`src/rtl/uart_pkg.sv`:
```
// Shared UART definitions: transmit FSM state type, parity-mode encodings and default frame width.
// Used by the transmitter here and by the receiver's parity checker.
`timescale 1ns/1ps
package uart_pkg;

  localparam int DATA_W_DEF = 8;

  localparam logic PARITY_EVEN = 1'b0;
  localparam logic PARITY_ODD  = 1'b1;

  typedef enum logic [2:0] {
    ST_IDLE   = 3'd0,
    ST_START  = 3'd1,
    ST_DATA   = 3'd2,
    ST_PARITY = 3'd3,
    ST_STOP   = 3'd4
  } tx_state_t;

endpackage

```
`src/rtl/uart_tx_parity_if.sv`:
```
// Request/status bundle between the register block (master) and the UART transmitter (slave).
// UART_TX_STOP2_EN adds the stop2 request field.
`timescale 1ns/1ps
interface uart_tx_parity_if
  import uart_pkg::*;
#(
  parameter int DATA_W = DATA_W_DEF
);

  logic              tx_start;
  logic [DATA_W-1:0] tx_data_in;
  logic              parity_en;
  logic              parity_odd;
`ifdef UART_TX_STOP2_EN
  logic              stop2;
`endif
  logic              tx;
  logic              tx_busy;
  logic              tx_done;

  modport master (
    output tx_start, tx_data_in, parity_en, parity_odd,
`ifdef UART_TX_STOP2_EN
    output stop2,
`endif
    input  tx, tx_busy, tx_done
  );

  modport slave (
    input  tx_start, tx_data_in, parity_en, parity_odd,
`ifdef UART_TX_STOP2_EN
    input  stop2,
`endif
    output tx, tx_busy, tx_done
  );

endinterface

```
`src/rtl/uart_bit_timer.sv`:
```
// Bit-period timer: counts 0..CLKS_PER_BIT-1 while enabled and flags the last cycle of each bit.
`timescale 1ns/1ps
module uart_bit_timer #(
  parameter int CLKS_PER_BIT = 16
) (
  input  logic i_clk,
  input  logic i_rst_n,
  input  logic i_clear,
  input  logic i_en,
  output logic o_bit_tick
);

  localparam int              CW   = $clog2(CLKS_PER_BIT);
  localparam logic [CW-1:0]   LAST = CW'(CLKS_PER_BIT - 1);

  logic [CW-1:0] r_cnt;
  logic          w_wrap;

  assign w_wrap     = (r_cnt == LAST);
  assign o_bit_tick = i_en && w_wrap;

  always_ff @(posedge i_clk) begin
    if (!i_rst_n || i_clear || !i_en) begin
      r_cnt <= '0;
    end else if (w_wrap) begin
      r_cnt <= '0;
    end else begin
      r_cnt <= r_cnt + CW'(1);
    end
  end

endmodule

```
`src/rtl/uart_tx_parity.sv`:
```
// UART transmitter: start bit, DATA_W data bits LSB-first, optional parity bit, stop bit(s).
// Define UART_TX_STOP2_EN to add a per-frame second stop bit selected by stop2.
`timescale 1ns/1ps
module uart_tx_parity
  import uart_pkg::*;
#(
  parameter int DATA_W       = DATA_W_DEF,
  parameter int CLKS_PER_BIT = 16
) (
  input  logic             PCLK,
  input  logic             PRESETn,
  uart_tx_parity_if.slave  bus
);

  localparam int             BCW      = (DATA_W > 1) ? $clog2(DATA_W) : 1;
  localparam logic [BCW-1:0] LAST_BIT = BCW'(DATA_W - 1);

  function automatic logic frame_parity(input logic [DATA_W-1:0] d, input logic mode);
    return (^d) ^ (mode == PARITY_ODD);
  endfunction

  tx_state_t         r_state, w_state_nx;
  logic              r_tx, w_tx_nx;
  logic              r_busy, w_busy_nx;
  logic              r_done, w_done_nx;
  logic [DATA_W-1:0] r_shift, w_shift_nx;
  logic [BCW-1:0]    r_bitcnt, w_bitcnt_nx;
  logic              r_par_en;
  logic              r_par_bit;
  logic              w_accept;
  logic              w_bit_tick;
  logic              w_timer_en;
`ifdef UART_TX_STOP2_EN
  logic              r_stop2;
  logic              r_stop_2nd, w_stop_2nd_nx;
`endif

  assign w_timer_en = (r_state != ST_IDLE);

  uart_bit_timer #(
    .CLKS_PER_BIT (CLKS_PER_BIT)
  ) u_timer (
    .i_clk      (PCLK),
    .i_rst_n    (PRESETn),
    .i_clear    (w_accept),
    .i_en       (w_timer_en),
    .o_bit_tick (w_bit_tick)
  );

  always_comb begin
    w_state_nx  = r_state;
    w_tx_nx     = r_tx;
    w_busy_nx   = r_busy;
    w_done_nx   = 1'b0;
    w_shift_nx  = r_shift;
    w_bitcnt_nx = r_bitcnt;
    w_accept    = 1'b0;
`ifdef UART_TX_STOP2_EN
    w_stop_2nd_nx = r_stop_2nd;
`endif
    unique case (r_state)
      ST_IDLE: begin
        w_tx_nx   = 1'b1;
        w_busy_nx = 1'b0;
        if (bus.tx_start) begin
          w_accept    = 1'b1;
          w_state_nx  = ST_START;
          w_tx_nx     = 1'b0;
          w_busy_nx   = 1'b1;
          w_shift_nx  = bus.tx_data_in;
          w_bitcnt_nx = '0;
`ifdef UART_TX_STOP2_EN
          w_stop_2nd_nx = 1'b0;
`endif
        end
      end
      ST_START: begin
        if (w_bit_tick) begin
          w_state_nx = ST_DATA;
          w_tx_nx    = r_shift[0];
        end
      end
      ST_DATA: begin
        if (w_bit_tick) begin
          if (r_bitcnt == LAST_BIT) begin
            if (r_par_en) begin
              w_state_nx = ST_PARITY;
              w_tx_nx    = r_par_bit;
            end else begin
              w_state_nx = ST_STOP;
              w_tx_nx    = 1'b1;
            end
          end else begin
            w_bitcnt_nx = r_bitcnt + BCW'(1);
            w_shift_nx  = r_shift >> 1;
            w_tx_nx     = w_shift_nx[0];
          end
        end
      end
      ST_PARITY: begin
        if (w_bit_tick) begin
          w_state_nx = ST_STOP;
          w_tx_nx    = 1'b1;
        end
      end
      ST_STOP: begin
        if (w_bit_tick) begin
`ifdef UART_TX_STOP2_EN
          // First stop-bit period of a two-stop frame: stay for one more bit.
          if (r_stop2 && !r_stop_2nd) w_stop_2nd_nx = 1'b1;
          else
`endif
          begin
            w_state_nx = ST_IDLE;
            w_tx_nx    = 1'b1;
            w_busy_nx  = 1'b0;
            w_done_nx  = 1'b1;
`ifdef UART_TX_STOP2_EN
            w_stop_2nd_nx = 1'b0;
`endif
          end
        end
      end
      default: begin
        w_state_nx = ST_IDLE;
        w_tx_nx    = 1'b1;
        w_busy_nx  = 1'b0;
      end
    endcase
  end

  always_ff @(posedge PCLK) begin
    if (!PRESETn) begin
      r_state  <= ST_IDLE;
      r_tx     <= 1'b1;
      r_busy   <= 1'b0;
      r_done   <= 1'b0;
      r_bitcnt <= '0;
`ifdef UART_TX_STOP2_EN
      r_stop_2nd <= 1'b0;
`endif
    end else begin
      r_state  <= w_state_nx;
      r_tx     <= w_tx_nx;
      r_busy   <= w_busy_nx;
      r_done   <= w_done_nx;
      r_bitcnt <= w_bitcnt_nx;
`ifdef UART_TX_STOP2_EN
      r_stop_2nd <= w_stop_2nd_nx;
`endif
    end
  end

  // Frame payload and configuration: only meaningful while busy, so left out of reset.
  always_ff @(posedge PCLK) begin
    r_shift <= w_shift_nx;
    if (w_accept) begin
      r_par_en  <= bus.parity_en;
      r_par_bit <= frame_parity(bus.tx_data_in, bus.parity_odd);
`ifdef UART_TX_STOP2_EN
      r_stop2   <= bus.stop2;
`endif
    end
  end

  assign bus.tx      = r_tx;
  assign bus.tx_busy = r_busy;
  assign bus.tx_done = r_done;

endmodule

```
`src/flat_wrapper.sv`:
```
// flat-port wrapper written by rule: the top's interface ports become plain ports
module uart_tx_parity_flat import uart_pkg::*;
#(
  parameter int DATA_W       = DATA_W_DEF,
  parameter int CLKS_PER_BIT = 16
)
  (PCLK, PRESETn, bus_tx_start, bus_tx_data_in, bus_parity_en, bus_parity_odd, bus_tx, bus_tx_busy, bus_tx_done);
  uart_tx_parity_if #(.DATA_W(DATA_W)) bus_i ();
  input  logic PCLK;
  input  logic PRESETn;
  input wire logic [$bits(bus_i.tx_start)-1:0] bus_tx_start;
  input wire logic [$bits(bus_i.tx_data_in)-1:0] bus_tx_data_in;
  input wire logic [$bits(bus_i.parity_en)-1:0] bus_parity_en;
  input wire logic [$bits(bus_i.parity_odd)-1:0] bus_parity_odd;
  output wire logic [$bits(bus_i.tx)-1:0] bus_tx;
  output wire logic [$bits(bus_i.tx_busy)-1:0] bus_tx_busy;
  output wire logic [$bits(bus_i.tx_done)-1:0] bus_tx_done;
  assign bus_i.tx_start = bus_tx_start;
  assign bus_i.tx_data_in = bus_tx_data_in;
  assign bus_i.parity_en = bus_parity_en;
  assign bus_i.parity_odd = bus_parity_odd;
  assign bus_tx = bus_i.tx;
  assign bus_tx_busy = bus_i.tx_busy;
  assign bus_tx_done = bus_i.tx_done;
  uart_tx_parity #(.DATA_W(DATA_W), .CLKS_PER_BIT(CLKS_PER_BIT)) u_core (.PCLK(PCLK), .PRESETn(PRESETn), .bus(bus_i));
endmodule
```
`config.mk`:
```
export PLATFORM = sky130hd
export DESIGN_NAME = uart_tx_parity_flat
export DESIGN_NICKNAME = d
export VERILOG_FILES = /design/src/rtl/uart_pkg.sv /design/src/rtl/uart_tx_parity_if.sv /design/src/rtl/uart_bit_timer.sv /design/src/rtl/uart_tx_parity.sv /design/src/flat_wrapper.sv
export SDC_FILE = /design/constraint.sdc
export NUM_CORES = 1
export LEC_CHECK = 0
export CORE_MARGIN = 2
export CORE_UTILIZATION = 45
export DETAILED_ROUTE_END_ITERATION = 7
export DONT_BUFFER_PORTS = 1
export PLACE_DENSITY_LB_ADDON = 0.12
export SLEW_MARGIN = 20
export SYNTH_ARGS = -nofsm -noshare
export SYNTH_HDL_FRONTEND = slang
export SYNTH_SLANG_ARGS = --single-unit
```
`constraint.sdc`:
```
create_clock -name PCLK -period 3.1 [get_ports PCLK]
set_input_delay 0.62 -clock PCLK [delete_from_list [all_inputs] [get_ports PCLK]]
set_output_delay 0.62 -clock PCLK [all_outputs]
set_load 0.03 [all_outputs]
```
==> impl_results.md, run 1 <==
- Synthesized area per cell: about 11 um^2
- IO Count: 16
- Max transition margin: 0.6142
- Least-Margin Pin Slew: 0.5715 ns
- Layout area overhead: 3.708%
- Fin. max-slew vios: 0
- Diode count: 0
- HP Start: PRESETn
- Routed wire per std cell: 14.07 um
- CP startpoint kind: flip-flop
- CP Data Required Time: 3.11 ns
- Reg2reg start: u_core.r_bitcnt[0]
- Reg clk slew, reported paths: around 0.13 ns
- EDFF count, synth: 10
- Total of max-cap violations: 0
- Pleak: 0.4301 nW
- Die Area: between 0.002 and 0.003 mm^2
- CTS tree: built
- CP Max Fanout: 8
- Root Driver: clkbuf_4
- Pwr dens: 456.2 mW/mm^2
- Drt first pass iters: 4
- Largest net degree at the start of global routing: 14
- Placer congestion estimate: 0.8172
- Clk sinks: 23
- H-tree levels: 1
- RSZ-0062 raised after global routing: no
- DP Cell Count: 128
- Synth Flop Type: dfxtp_1
- Max frequency: 0.5827 GHz
- Post-CTS Setup Repair Bufs: 0
- Crit share post-route: 0.5536
- Skew-Pair Late Insertion Delay: 0.31 ns
- Worst Setup SP: u_core.r_bitcnt[0]
- Yosys warnings: 0
- Hold crit path type: primary input to flip-flop
- Post-cts sizing count: 0
- Routed Antenna Nets: 0
- Antenna violations before repair: 0
- Setup Skew: 0.007151 ns
- Commonest non-fill, non-tap cell in the layout: dfxtp_1
- Yosys reg bits: 23
- Drt initial violations: 11
- Ys async rst share: 0
- Layout cells sized above 1: 0.1471
- Die X: approximately 54 um
- Clk buf depth: 2
- Drt drc: 0
- Post-synthesis cell type count: 35
- Most frequent cells in the layout: dfxtp_1 (13), nor2_1 (10), edfxtp_1 (10), mux2_2 (7), xnor2_1 (6)
- VDD IR max: 0.2323 mV
- First-pass GRT wire length: 2973 um
- DRT Wirelength: 1857 um
- Syn Inst Count: a little over 100
- CP arrival: 1.72 ns
- Cell area after synthesis: 0.001114 mm^2
- DR vias/cell: ~5.5
- Sequential fraction of the synthesis area: 0.5034
- Outcome: finished, final reports clean
- Critical Path End Type: flip-flop
- Endpoints failing setup: 0
- Hold buffers post-CTS: 0
- Final min period: about 1.7 ns
- Vias in the first global route: 654
- Post-synthesis net count: about 120
- CTS Buf Count: 3
- Std cell rows: 18
- CP Class: flip-flop to flip-flop
- Via count: approximately 730
- Total grt overflow: 0
- Setup TNS: 0 ns
- Core box area: 0.002410 mm^2
- Port bufs: 0
- Die Ht: approximately 54 um
- Gr usage total: 0.1449
- Final Hold Fails: 0
- Detailed placement HPWL: 1391 um
- Fin cells: 132
- Layout Nets: 119
- Initial Util: 0.4621
-- final cells by class --
class | instances | area [um^2]
fillers | 219 | 1255
clock buffers | 3 | 22.52
multi-input cells | 72 | 518.0
well taps | 30 | 37.54
clock inverters | 1 | 5.005
inverters | 3 | 11.26
flip-flops and latches | 23 | 560.5
-- synthesized netlist by cell type, types with 2 or more instances --
library cell	count	area share
dfxtp_1	13	0.23
edfxtp_1	10	0.27
nor2_1	10	0.034
mux2_2	7	0.071
xnor2_1	6	0.047
nand2_1	5	0.017
o21ai_0	5	0.022
xor2_1	4	0.031
a21oi_1	3	0.013
ha_1	3	0.034
inv_1	3	0.010
nand3_1	3	0.013
a21boi_0	2	0.013
a32o_1	2	0.018
and2_1	2	0.011
clkbuf_1	2	0.0067
nand2b_1	2	0.011
nand4_1	2	0.011
o31ai_1	2	0.013
-- path summary, 6_finish.rpt --
kind                             end  slack, ns  cells past startpoint
max                u_core.r_shift[7]       1.38                      5
min                    u_core.bus.tx       0.38                      1
min reg2reg  u_core.u_timer.r_cnt[0]       0.46                      1
max reg2reg        u_core.r_shift[7]       1.38                      5
-- through the flow --
step	power, mW	setup WS [ns]	utilization	area [um^2]	hold WS [ns]
floorplan	0.3886	1.566	-	1114	0.4175
detailed placement	0.3936	1.384	0.4678	1127	0.4406
global placement	0.3930	1.441	0.4678	1127	0.4331
finish	0.5269	1.384	0.4792	1155	0.3767
global route	0.5546	1.219	0.4792	1155	0.3495
CTS	0.5335	1.372	0.4792	1155	0.3638
-- metal layers --
metal  routed length (um)  vias up  share of wire  global-route usage
met5                    0        -              0                   0
met4                   13        0         0.0070             0.07265
met3                   80        2          0.043             0.03056
met2                  867       14           0.47              0.2033
met1                  895      344           0.48              0.2080
li1                     -      368              -                   -
-- cells by family after synthesis --
family | after synthesis | share of synthesized area
muxes | 8 | 0.07978
buffers and inverters | 7 | 0.03146
DFF | 23 | 0.5034
adders and majority gates | 3 | 0.03371
and+or+nand+nor | 32 | 0.1539
AOI/OAI and AO/OA | 19 | 0.1191
xor gates and xnor gates | 10 | 0.07865
-- sequential cells by signal, indices dropped and copies added, names as in the netlist --
name / flops
u_core.bus.tx_busy: 1
u_core.r_par_bit: 1
u_core.r_par_en: 1
u_core.r_state: 3
u_core.bus.tx: 1
u_core.u_timer.r_cnt: 4
u_core.r_bitcnt: 3
u_core.r_shift: 8
u_core.bus.tx_done: 1
-- report_power, final --
group	internal (mW)	total (mW)	leakage (nW)	switching [mW]
clock network	0.0482	0.141	0.0177	0.0926
registers	0.332	0.343	0.201	0.0108
logic	0.0224	0.0430	0.212	0.0206
-- critical path: stages, from the launching register on --
cell and delay, ns:
dfxtp_1 0.36, ha_1 0.20, ha_1 0.27, o21ai_0 0.19, nand2_1 0.12, inv_1 0.27
Power figures use the tool's default switching activity.
==> run 2, diff against run 1 <==
clock period = 1.51 ns   (was 3.1 ns; I/O delays follow)
==> run 2 against run 1 <==
Compared with the run above: hold slack lost 0.34 ns; fmax grew 18%; sequential power grew 100%; global-route usage grew 1.3 points; final cell count grew 8.3%; non-clock buffer count grew 11.
==> impl_results.md, run 2 (synthesis results as in run 1) <==
- Placer congestion estimate: 0.8543 (was 0.8172)
- Drt initial violations: 11 (unchanged)
- Layout cells sized above 1: 0.2920 (was 0.1471)
- IO Count: 16 (unchanged)
- CP Class: flip-flop to flip-flop (unchanged)
- Drt drc: 0 (unchanged)
- CP arrival: 1.69 ns (was 1.72 ns)
- Max frequency: 0.6865 GHz (was 0.5827 GHz)
- Worst r2r path cells: 5 (unchanged)
- Endpoints failing setup: 0 (unchanged)
- DRT Wirelength: 2027 um (was 1857 um)
- Outcome: finished, final reports clean (unchanged)
- CP startpoint kind: flip-flop (unchanged)
- Diode count: 0 (unchanged)
- Std cell rows: 18 (unchanged)
- Total grt overflow: 0 (unchanged)
- Reg with most FFs: u_core.r_shift (unchanged)
- Switching share of total power: 0.2395 (was 0.2356)
- First-pass GRT wire length: 3118 um (was 2973 um)
- CP Max Fanout: 3 (was 8)
- Pleak: 0.4772 nW (was 0.4301 nW)
- Vias in the first global route: 729 (was 654)
- Reg clk slew, reported paths: 0.13 ns (about the same)
- Most frequent cells in the layout: buf_4 (11), dfxtp_1 (11), nor2_1 (10), edfxtp_1 (10), mux2_2 (7) (was dfxtp_1 (13), nor2_1 (10), edfxtp_1 (10), mux2_2 (7), xnor2_1 (6))
- Routed wire per std cell: 14.17 um (was 14.07 um)
- Largest registers: u_core.r_shift (8), u_core.u_timer.r_cnt (4) (unchanged)
- Largest net degree at the start of global routing: 14 (unchanged)
- Reg2reg start: u_core.u_timer.r_cnt[0] (was u_core.r_bitcnt[0])
- Clock Power Share: 0.268 (was 0.267)
- Largest register FFs: 8 (unchanged)
- Gr usage total: 0.1576 (was 0.1449)
- H-tree levels: 1 (unchanged)
- Layout area overhead: 13.37% (was 3.708%)
- Skew-Pair Late Insertion Delay: 0.32 ns (was 0.31 ns)
- Pint: 836.8 uW (was 402.8 uW)
- Pwr dens: 871.7 mW/mm^2 (was 456.2 mW/mm^2)
- Clk sinks: 23 (unchanged)
- Clk buf depth: 2 (unchanged)
- Critical Path End Type: flip-flop (unchanged)
- Routed Antenna Nets: 0 (unchanged)
- Via count: 779 (was 728)
- Worst Hold Path EP: u_core.bus.tx (unchanged)
- Drt first pass iters: 4 (unchanged)
- Post-CTS Setup Repair Bufs: 0 (unchanged)
- Port bufs: 0 (unchanged)
- CTS tree: built (unchanged)
- Total of max-cap violations: 0 (unchanged)
- Total Power: 1.100 mW (was 526.9 uW)
- Layout Nets: 130 (was 119)
- Net Sw Power: 263.6 uW (was 124.1 uW)
- CP Data Required Time: 1.74 ns (was 3.11 ns)
- Worst Hold Depth: 1 (unchanged)
- Die Area: 0.002889 mm^2 (unchanged)
- Die Ht: 53.75 um (unchanged)
- Max transition margin: 0.7643 (was 0.6142)
- DR vias/cell: 5.448 (was 5.515)
- Setup Skew: 0.006034 ns (was 0.007151 ns)
- Hold buffers post-CTS: 0 (unchanged)
- Hold crit path type: primary input to flip-flop (unchanged)
- Final Hold Fails: 0 (unchanged)
- Detailed placement HPWL: 1523 um (was 1391 um)
- Initial Util: 0.4621 (unchanged)
- Setup WS post-layout: 0.05343 ns (was 1.384 ns)
- Worst reg2reg path endpoint: u_core.bus.tx (was u_core.r_shift[7])
- Antenna violations before repair: 0 (unchanged)
- Root Driver: clkbuf_4 (unchanged)
- Setup WS pre-CTS: -0.04651 ns (was 1.384 ns)
- Least-Margin Pin Slew: 0.3491 ns (was 0.5715 ns)
- Final min period: 1.457 ns (was 1.716 ns)
- Logic pwr share: 0.099 (was 0.082)
- Fin. max-slew vios: 0 (unchanged)
- Reg power frac: 0.634 (was 0.651)
- Die X: 53.75 um (unchanged)
- HP Start: PRESETn (unchanged)
- CTS Buf Count: 3 (unchanged)
- R2r setup slk: 0.05 ns (was 1.38 ns)
- VDD IR max: 0.6950 mV (was 0.2323 mV)
- Core box area: 0.002410 mm^2 (unchanged)
- Crit share post-route: 0.9646 (was 0.5536)
run 2: cell count changes in the layout (fill, tap and decap cells not counted), sizes merged:
cell and change:
buf +11
run 2: repair_timing:
| item | CTS | global route |
|---|---|---|
| resized for setup | 3 | 7 |
| gates cloned | 0 | 0 |
| endpoints found under the setup margin | 8 | 9 |
| pin swaps | 0 | 4 |
run 2: how the worst max path moves through the flow:
stage | from | end
CTS | u_core.u_timer.r_cnt[0] | u_core.bus.tx
global placement | u_core.r_bitcnt[0] | u_core.r_shift[7]
finish | u_core.u_timer.r_cnt[0] | u_core.bus.tx
floorplan | u_core.u_timer.r_cnt[0] | u_core.bus.tx
detailed placement | u_core.r_bitcnt[0] | u_core.r_shift[4]
global route | u_core.u_timer.r_cnt[1] | u_core.r_shift[5]
run 2: power groups by stage:
stage | clock network, mW | registers (mW) | logic [mW]
after global placement | 0 | 0.711 | 0.105
after CTS | 0.317 | 0.697 | 0.108
after detailed placement | 0 | 0.712 | 0.107
after global routing | 0.328 | 0.701 | 0.121
final | 0.295 | 0.697 | 0.109
after floorplan | 0 | 0.711 | 0.0872
run 2: per-stage QoR:
step	instances	utilization	setup TNS, ns	instance area [um^2]	hold slack, ns
2_1_floorplan	102	-	0	1114	0.4009
3_3_place_gp	139	0.5021	0	1210	0.3764
3_5_place_dp	139	0.5021	-0.3701	1210	0.3788
4_1_cts	143	0.5156	0	1242	0.02073
5_1_grt	143	0.5239	-0.1432	1262	0.02674
6_report	143	0.5239	0	1262	0.03749
run 2: area by class of cell:
type / count / area, um^2
Timing Repair Buffer: 11 / 82.58
Fill cell: 212 / 1147
Clock inverter: 1 / 5.005
Clock buffer: 3 / 22.52
Tap cell: 30 / 37.54
Sequential cell: 23 / 563.0
Multi-Input combinational cell: 72 / 538.0
Inverter: 3 / 13.76
run 2: layer usage:
layer  global-route usage  wire length [um]  vias to the layer above
met5                    0                 0                        -
met4               0.1026                57                        0
met3              0.04167               130                        5
met2               0.2317               945                       20
met1               0.2024               894                      359
li1                     -                 -                      395
run 2: worst max-delay path, stage by stage (launching register included):
cell and delay, ns:
dfxtp_2 0.34, ha_2 0.19, and3_4 0.18, or4_1 0.47, o31ai_1 0.09, o31ai_1 0.09
